### src/rtl/nrs_ls_estimator_pkg.sv
// rtl/nrs_ls_estimator_pkg.sv - shared constants and FSM encoding for the NRS LS estimator
package nrs_ls_estimator_pkg;

    localparam int WIDTH_RE_DEFAULT = 16;
    localparam int NRS_ADDR_STEP    = 2;
    localparam int NRS_SYM_STEP     = 4;

    typedef enum logic [2:0] {
        WAIT_GEN,
        ACK,
        RD0,
        RD1,
        APPLY
    } est_state_t;

endpackage

### src/rtl/nrs_re_fifo2.sv
// rtl/nrs_re_fifo2.sv - two-entry FIFO buffering received NRS REs
module nrs_re_fifo2 #(
    parameter int DATA_W = 32
) (
    input  logic              clk,
    input  logic              rst,
    input  logic              flush,
    input  logic [DATA_W-1:0] in_tdata,
    input  logic              in_tvalid,
    output logic              in_tready,
    output logic              full,
    output logic [DATA_W-1:0] out_tdata,
    output logic              out_tvalid,
    input  logic              out_tready
);

    logic [DATA_W-1:0] mem [2];
    logic              wr_ptr;
    logic              rd_ptr;
    logic [1:0]        count;
    logic              do_push;
    logic              do_pop;

    assign full       = (count == 2'd2);
    assign out_tvalid = (count != 2'd0);
    assign out_tdata  = mem[rd_ptr];
    // A full FIFO still takes a write when the head leaves in the same cycle.
    assign in_tready  = !full || out_tready;
    assign do_push    = in_tvalid && in_tready;
    assign do_pop     = out_tready && out_tvalid;

    always_ff @(posedge clk) begin
        if (do_push) begin
            mem[wr_ptr] <= in_tdata;
        end
    end

    always_ff @(posedge clk) begin
        if (rst || flush) begin
            wr_ptr <= 1'b0;
            rd_ptr <= 1'b0;
            count  <= 2'd0;
        end else begin
            if (do_push) begin
                wr_ptr <= ~wr_ptr;
            end
            if (do_pop) begin
                rd_ptr <= ~rd_ptr;
            end
            count <= count + {1'b0, do_push} - {1'b0, do_pop};
        end
    end

endmodule

### src/rtl/nrs_ls_estimator.sv
// rtl/nrs_ls_estimator.sv - least-squares channel estimate on QPSK NRS resource elements
module nrs_ls_estimator
    import nrs_ls_estimator_pkg::*;
#(
    parameter int WIDTH_RE = WIDTH_RE_DEFAULT,
    parameter int LINES    = 4
) (
    input  logic                       clk,
    input  logic                       rst,
    input  logic                       new_frame,
    input  logic                       NRS_gen_ready,
    input  logic                       nrs_est_r,
    input  logic                       nrs_est_i,
    output logic                       est_ack,
    output logic [LINES-1:0]           rd_addr_est,
    input  logic                       re_valid,
    output logic                       re_ready,
    input  logic signed [WIDTH_RE-1:0] re_r,
    input  logic signed [WIDTH_RE-1:0] re_i,
    output logic                       h_valid,
    output logic signed [WIDTH_RE:0]   h_r,
    output logic signed [WIDTH_RE:0]   h_i,
    output logic                       h_idx
);

    est_state_t                state;
    est_state_t                state_nx;
    logic [LINES-1:0]          base;
    logic                      pat0_r, pat0_i, pat1_r, pat1_i;
    logic                      sym_idx;
    logic                      ready_en;
    logic                      pop;
    logic                      push;
    logic                      fifo_full;
    logic                      fifo_valid;
    logic                      fifo_in_ready;
    logic [2*WIDTH_RE-1:0]     fifo_data;
    logic                      c_r, c_i;
    logic signed [WIDTH_RE:0]  y_r, y_i;
    logic signed [WIDTH_RE:0]  sr_yr, sr_yi, si_yr, si_yi;
    logic signed [WIDTH_RE:0]  est_r, est_i;

    // Ready stays low through reset and rises one cycle after it is released.
    assign re_ready = ready_en && !fifo_full;
    assign push     = re_valid && re_ready && !new_frame;

    nrs_re_fifo2 #(
        .DATA_W (2*WIDTH_RE)
    ) u_fifo (
        .clk        (clk),
        .rst        (rst),
        .flush      (new_frame),
        .in_tdata   ({re_r, re_i}),
        .in_tvalid  (push),
        .in_tready  (fifo_in_ready),
        .full       (fifo_full),
        .out_tdata  (fifo_data),
        .out_tvalid (fifo_valid),
        .out_tready (pop)
    );

    always_comb begin
        state_nx = state;
        pop      = 1'b0;
        case (state)
            WAIT_GEN: if (NRS_gen_ready) state_nx = ACK;
            ACK:      state_nx = RD0;
            RD0:      state_nx = RD1;
            RD1:      state_nx = APPLY;
            APPLY: begin
                if (fifo_valid) begin
                    pop = 1'b1;
                    if (sym_idx) state_nx = WAIT_GEN;
                end
            end
            default:  state_nx = WAIT_GEN;
        endcase
        if (new_frame) begin
            state_nx = WAIT_GEN;
            pop      = 1'b0;
        end
    end

    assign est_ack     = (state == ACK);
    assign rd_addr_est = (state == RD1) ? base + LINES'(NRS_ADDR_STEP) : base;

    // h = y * conj(q) with q in {+-1 +- j}: only sign flips and add/subtract.
    assign c_r   = sym_idx ? pat1_r : pat0_r;
    assign c_i   = sym_idx ? pat1_i : pat0_i;
    assign y_r   = {fifo_data[2*WIDTH_RE-1], fifo_data[2*WIDTH_RE-1 -: WIDTH_RE]};
    assign y_i   = {fifo_data[WIDTH_RE-1], fifo_data[WIDTH_RE-1:0]};
    assign sr_yr = c_r ? -y_r : y_r;
    assign sr_yi = c_r ? -y_i : y_i;
    assign si_yr = c_i ? -y_r : y_r;
    assign si_yi = c_i ? -y_i : y_i;
    assign est_r = sr_yr + si_yi;
    assign est_i = sr_yi - si_yr;

    always_ff @(posedge clk) begin
        if (rst) begin
            state    <= WAIT_GEN;
            base     <= '0;
            pat0_r   <= 1'b0;
            pat0_i   <= 1'b0;
            pat1_r   <= 1'b0;
            pat1_i   <= 1'b0;
            sym_idx  <= 1'b0;
            ready_en <= 1'b0;
            h_valid  <= 1'b0;
            h_r      <= '0;
            h_i      <= '0;
            h_idx    <= 1'b0;
        end else begin
            ready_en <= 1'b1;
            state    <= state_nx;
            h_valid  <= pop;
            if (new_frame) begin
                base    <= '0;
                sym_idx <= 1'b0;
            end else begin
                if (state == RD0) begin
                    pat0_r <= nrs_est_r;
                    pat0_i <= nrs_est_i;
                end
                if (state == RD1) begin
                    pat1_r <= nrs_est_r;
                    pat1_i <= nrs_est_i;
                end
                if (pop) begin
                    sym_idx <= ~sym_idx;
                    if (sym_idx) base <= base + LINES'(NRS_SYM_STEP);
                end
            end
            if (pop) begin
                h_r   <= est_r;
                h_i   <= est_i;
                h_idx <= sym_idx;
            end
        end
    end

endmodule

### config.mk
export PLATFORM = sky130hd
export DESIGN_NAME = nrs_ls_estimator
export DESIGN_NICKNAME = d
export VERILOG_FILES = /design/src/rtl/nrs_ls_estimator_pkg.sv /design/src/rtl/nrs_re_fifo2.sv /design/src/rtl/nrs_ls_estimator.sv
export SDC_FILE = /design/constraint.sdc
export NUM_CORES = 1
export LEC_CHECK = 0
export CAP_MARGIN = 20
export CORE_MARGIN = 4
export CORE_UTILIZATION = 61
export DETAILED_ROUTE_END_ITERATION = 8
export PLACE_DENSITY = 0.86
export SLEW_MARGIN = 0
export SYNTH_ARGS = -nofsm -noshare
export SYNTH_HDL_FRONTEND = slang
export SYNTH_HIERARCHICAL = 1
export SYNTH_SLANG_ARGS = --single-unit
### constraint.sdc
create_clock -name clk -period 10.9 [get_ports clk]
set_input_delay 2.18 -clock clk [delete_from_list [all_inputs] [get_ports clk]]
set_output_delay 2.18 -clock clk [all_outputs]
set_load 0.1 [all_outputs]
==> run summary <==
outcome = finished, final reports clean
Layout area overhead = 20.88%
slack of the critical path = 6.138 ns
Clock Path Buffers = 2
Final min period = 4.762 ns
commonest non-fill, non-tap cells in the layout = clkdlybuf4s50_1 (79), nand2_1 (77), edfxtp_1 (64), nor2_1 (56)
DRT antenna net count = 0
Storage cell area = 0.002943 mm^2
n_diodes = 0
area of the multi-input gates = 0.003820 mm^2
maximum clock rate = 210.0 MHz
fraction of layout cells with a size suffix above 1 = 0.05831
Req. time, crit path = 11.21 ns
Relative slew margins = 0.2721
CTS tree = yes
Async SR Flop Fraction = 0
syn_nets = 797
via total after detailed routing = 5689
largest net degree at the start of global routing = 51
CP arrival = 5.07 ns
Post-synth EDFFs = 64
nets@finish = 870
max-slew violations = 0
flops & latches, synth = 115
most common flop cell mapped by yosys = edfxtp_1
worst slew pin tran = 1.071 ns
max_cap viols = 0
fin util = 0.7657
HP Class = reg -> reg
Fin. Hold Viols = 0
initial core utilization = 0.6334
DR iter-0 viols = 541
H-tree Lvls = 4
DP Area = 0.007841 mm^2
clock sinks = 115
Max IR drop VDD = 116.7 uV
first-pass GRT wire length = 27080 um
register area share after synthesis = 0.4230
commonest non-fill, non-tap cell in the layout = clkdlybuf4s50_1
DR DRC count = 0
top-area cell type share of the netlist area = 0.2763
pwr dens = 131.3 mW/mm^2
RSZ-0062 raised after global routing = no
Rows = 38
largest area contributor in the netlist = edfxtp_1
Post-CTS Setup Bufs = 0
clk_skew = 0.007338 ns
Synth cell types = 61
CP Max Fanout = 46
root buf cell = clkbuf_16
Pleak = 3.035 nW
hold slack = 0.4547 ns
synthesized instance count = 720
Pre-Repair DR Iteration Count = 5
Syn Std Cell Area = 0.006957 mm^2
PortBufs = 79
vias per cell = 6.014
Place WS = 5.713 ns
Tcrit/Tclk final = 0.4369
final instance area = 0.008409 mm^2
setup_tns = 0 ns
CTS buffer count = 17
Startpoint Class = input pin
Synth Warn # = 6
grt ovf = 0
post-cts resize count = 0
CP Class = in -> reg
post-DP HPWL = 12060 um
GRT Overall Usage = 0.2623
Avg Inst Size Synth = 9.662 um^2
wire per inst = 17.61 um
number of fill cells = 755
core footprint = 0.01098 mm^2
Skew-Pair Late Insertion Delay = 0.41 ns
final setup fails = 0
chip width = 114.8 um
Synth area leaders = edfxtp_1 (28%), dfxtp_1 (15%), ha_1 (6.5%), xnor2_1 (5.0%), xor2_1 (4.9%)
IO Count = 81
gpl congestion = 0.8719
hold buffer count at cts = 0
Die H = 114.8 um
clk slew on worst S/H paths = 0.05 ns
vias in the first global route = 5502
drt total wl = 16660 um
die area = 0.01318 mm^2
antenna violations before repair = 0
Worst setup EP type = flip-flop
-- critical path: stages --
cell and delay, ns:
clkdlybuf4s50_1 0.80, nor2_1 0.08, nand3_1 0.10, buf_4 0.39, inv_1 0.12, buf_4 0.27, o21a_1 0.19, ha_1 0.28
inv_1 0.04, ha_1 0.18, xnor2_1 0.14, xnor2_1 0.12, and2_1 0.15
-- Yosys cell counts, types with 3 or more instances --
library cell and number:
a2111o_1 3, a211o_1 5, a211oi_1 13, a21o_1 7, a21oi_1 51, a31oi_1 3, and2_1 9, and3_1 7
buf_1 3, buf_4 5, clkbuf_1 23, dfxtp_1 51, edfxtp_1 64, ha_1 36, inv_1 16, mux2_1 30
mux2_2 4, mux2i_1 6, nand2_1 77, nand3_1 21, nand3b_1 3, nand4_1 7, nor2_1 57, nor2b_1 6
nor3_1 25, nor3b_1 3, nor4_1 4, nor4b_1 4, o211ai_1 15, o21a_1 8, o21ai_0 25, o21bai_1 5
o31ai_1 5, or3_1 7, xnor2_1 40, xor2_1 39
-- stage by stage --
| step | power (W) | std cells |
|---|---|---|
| after floorplan | 0.0005464 | 720 |
| after global placement | 0.0005789 | 914 |
| after detailed placement | 0.0005819 | 914 |
| after CTS | 0.001109 | 946 |
| after global routing | 0.001142 | 946 |
| final | 0.001104 | 946 |
-- final timing paths --
check                                                  end  slack, ns  depth (start not counted)                start
worst max-delay path            u_fifo/count[1]$_SDFF_PP0_       6.14                         13            new_frame
worst min-delay path                   h_i[6]$_SDFFE_PP0P_       0.45                          2  h_i[6]$_SDFFE_PP0P_
worst min register to register         h_i[6]$_SDFFE_PP0P_       0.45                          2  h_i[6]$_SDFFE_PP0P_
worst max register to register        h_r[16]$_SDFFE_PP0P_       6.31                         14            flip-flop
-- power breakdown --
group          switching (W)  leakage (nW)  total, W  internal, W
Clock               0.000189         0.273  0.000527     0.000339
Combinational      0.0000662          1.77  0.000112    0.0000457
Sequential        0.00000177         0.993  0.000465     0.000463
-- flip-flops by register name (all words and copies together), names as in the netlist, named ones only --
| register | cells |
|---|---|
| u_fifo/mem | 64 |
| h_i | 17 |
| h_r | 16 |
| state | 3 |
| base | 2 |
| u_fifo/count | 2 |
| h_idx | 1 |
| h_valid | 1 |
| pat0_i | 1 |
| pat0_r | 1 |
| pat1_i | 1 |
| pat1_r | 1 |
| ready_en | 1 |
| sym_idx | 1 |
| u_fifo/rd_ptr | 1 |
| u_fifo/wr_ptr | 1 |
-- cell families (layout without fill, tap and decap cells) --
group,count (synthesis),after routing,share of synthesized area
and+or+nand+nor,242,242,0.1678
other,1,1,0.0005391
DFF,115,115,0.4230
muxes,40,40,0.06367
buffers and inverters,48,134,0.02878
adders and majority gates,38,38,0.07050
AOI/OAI and AO/OA,157,157,0.1462
xor gates and xnor gates,79,79,0.09946
-- routing by layer --
metal | GRT usage | up-vias | routed length [um]
met5 | 0 | - | 0
met4 | 0.1025 | 0 | 415
met3 | 0.05947 | 40 | 1200
met2 | 0.4179 | 241 | 7628
met1 | 0.3502 | 2650 | 7416
li1 | - | 2758 | -
-- layout make-up --
cell class              count  share of cell area
multi-input cells         557              0.4542
repair buffers             86              0.1003
flip-flops and latches    115              0.3499
inverters                  16            0.007142
well taps                 140             0.02083
clock inverters             7            0.008481
clock buffers              25             0.05907
(Power assumes the default switching activity.)
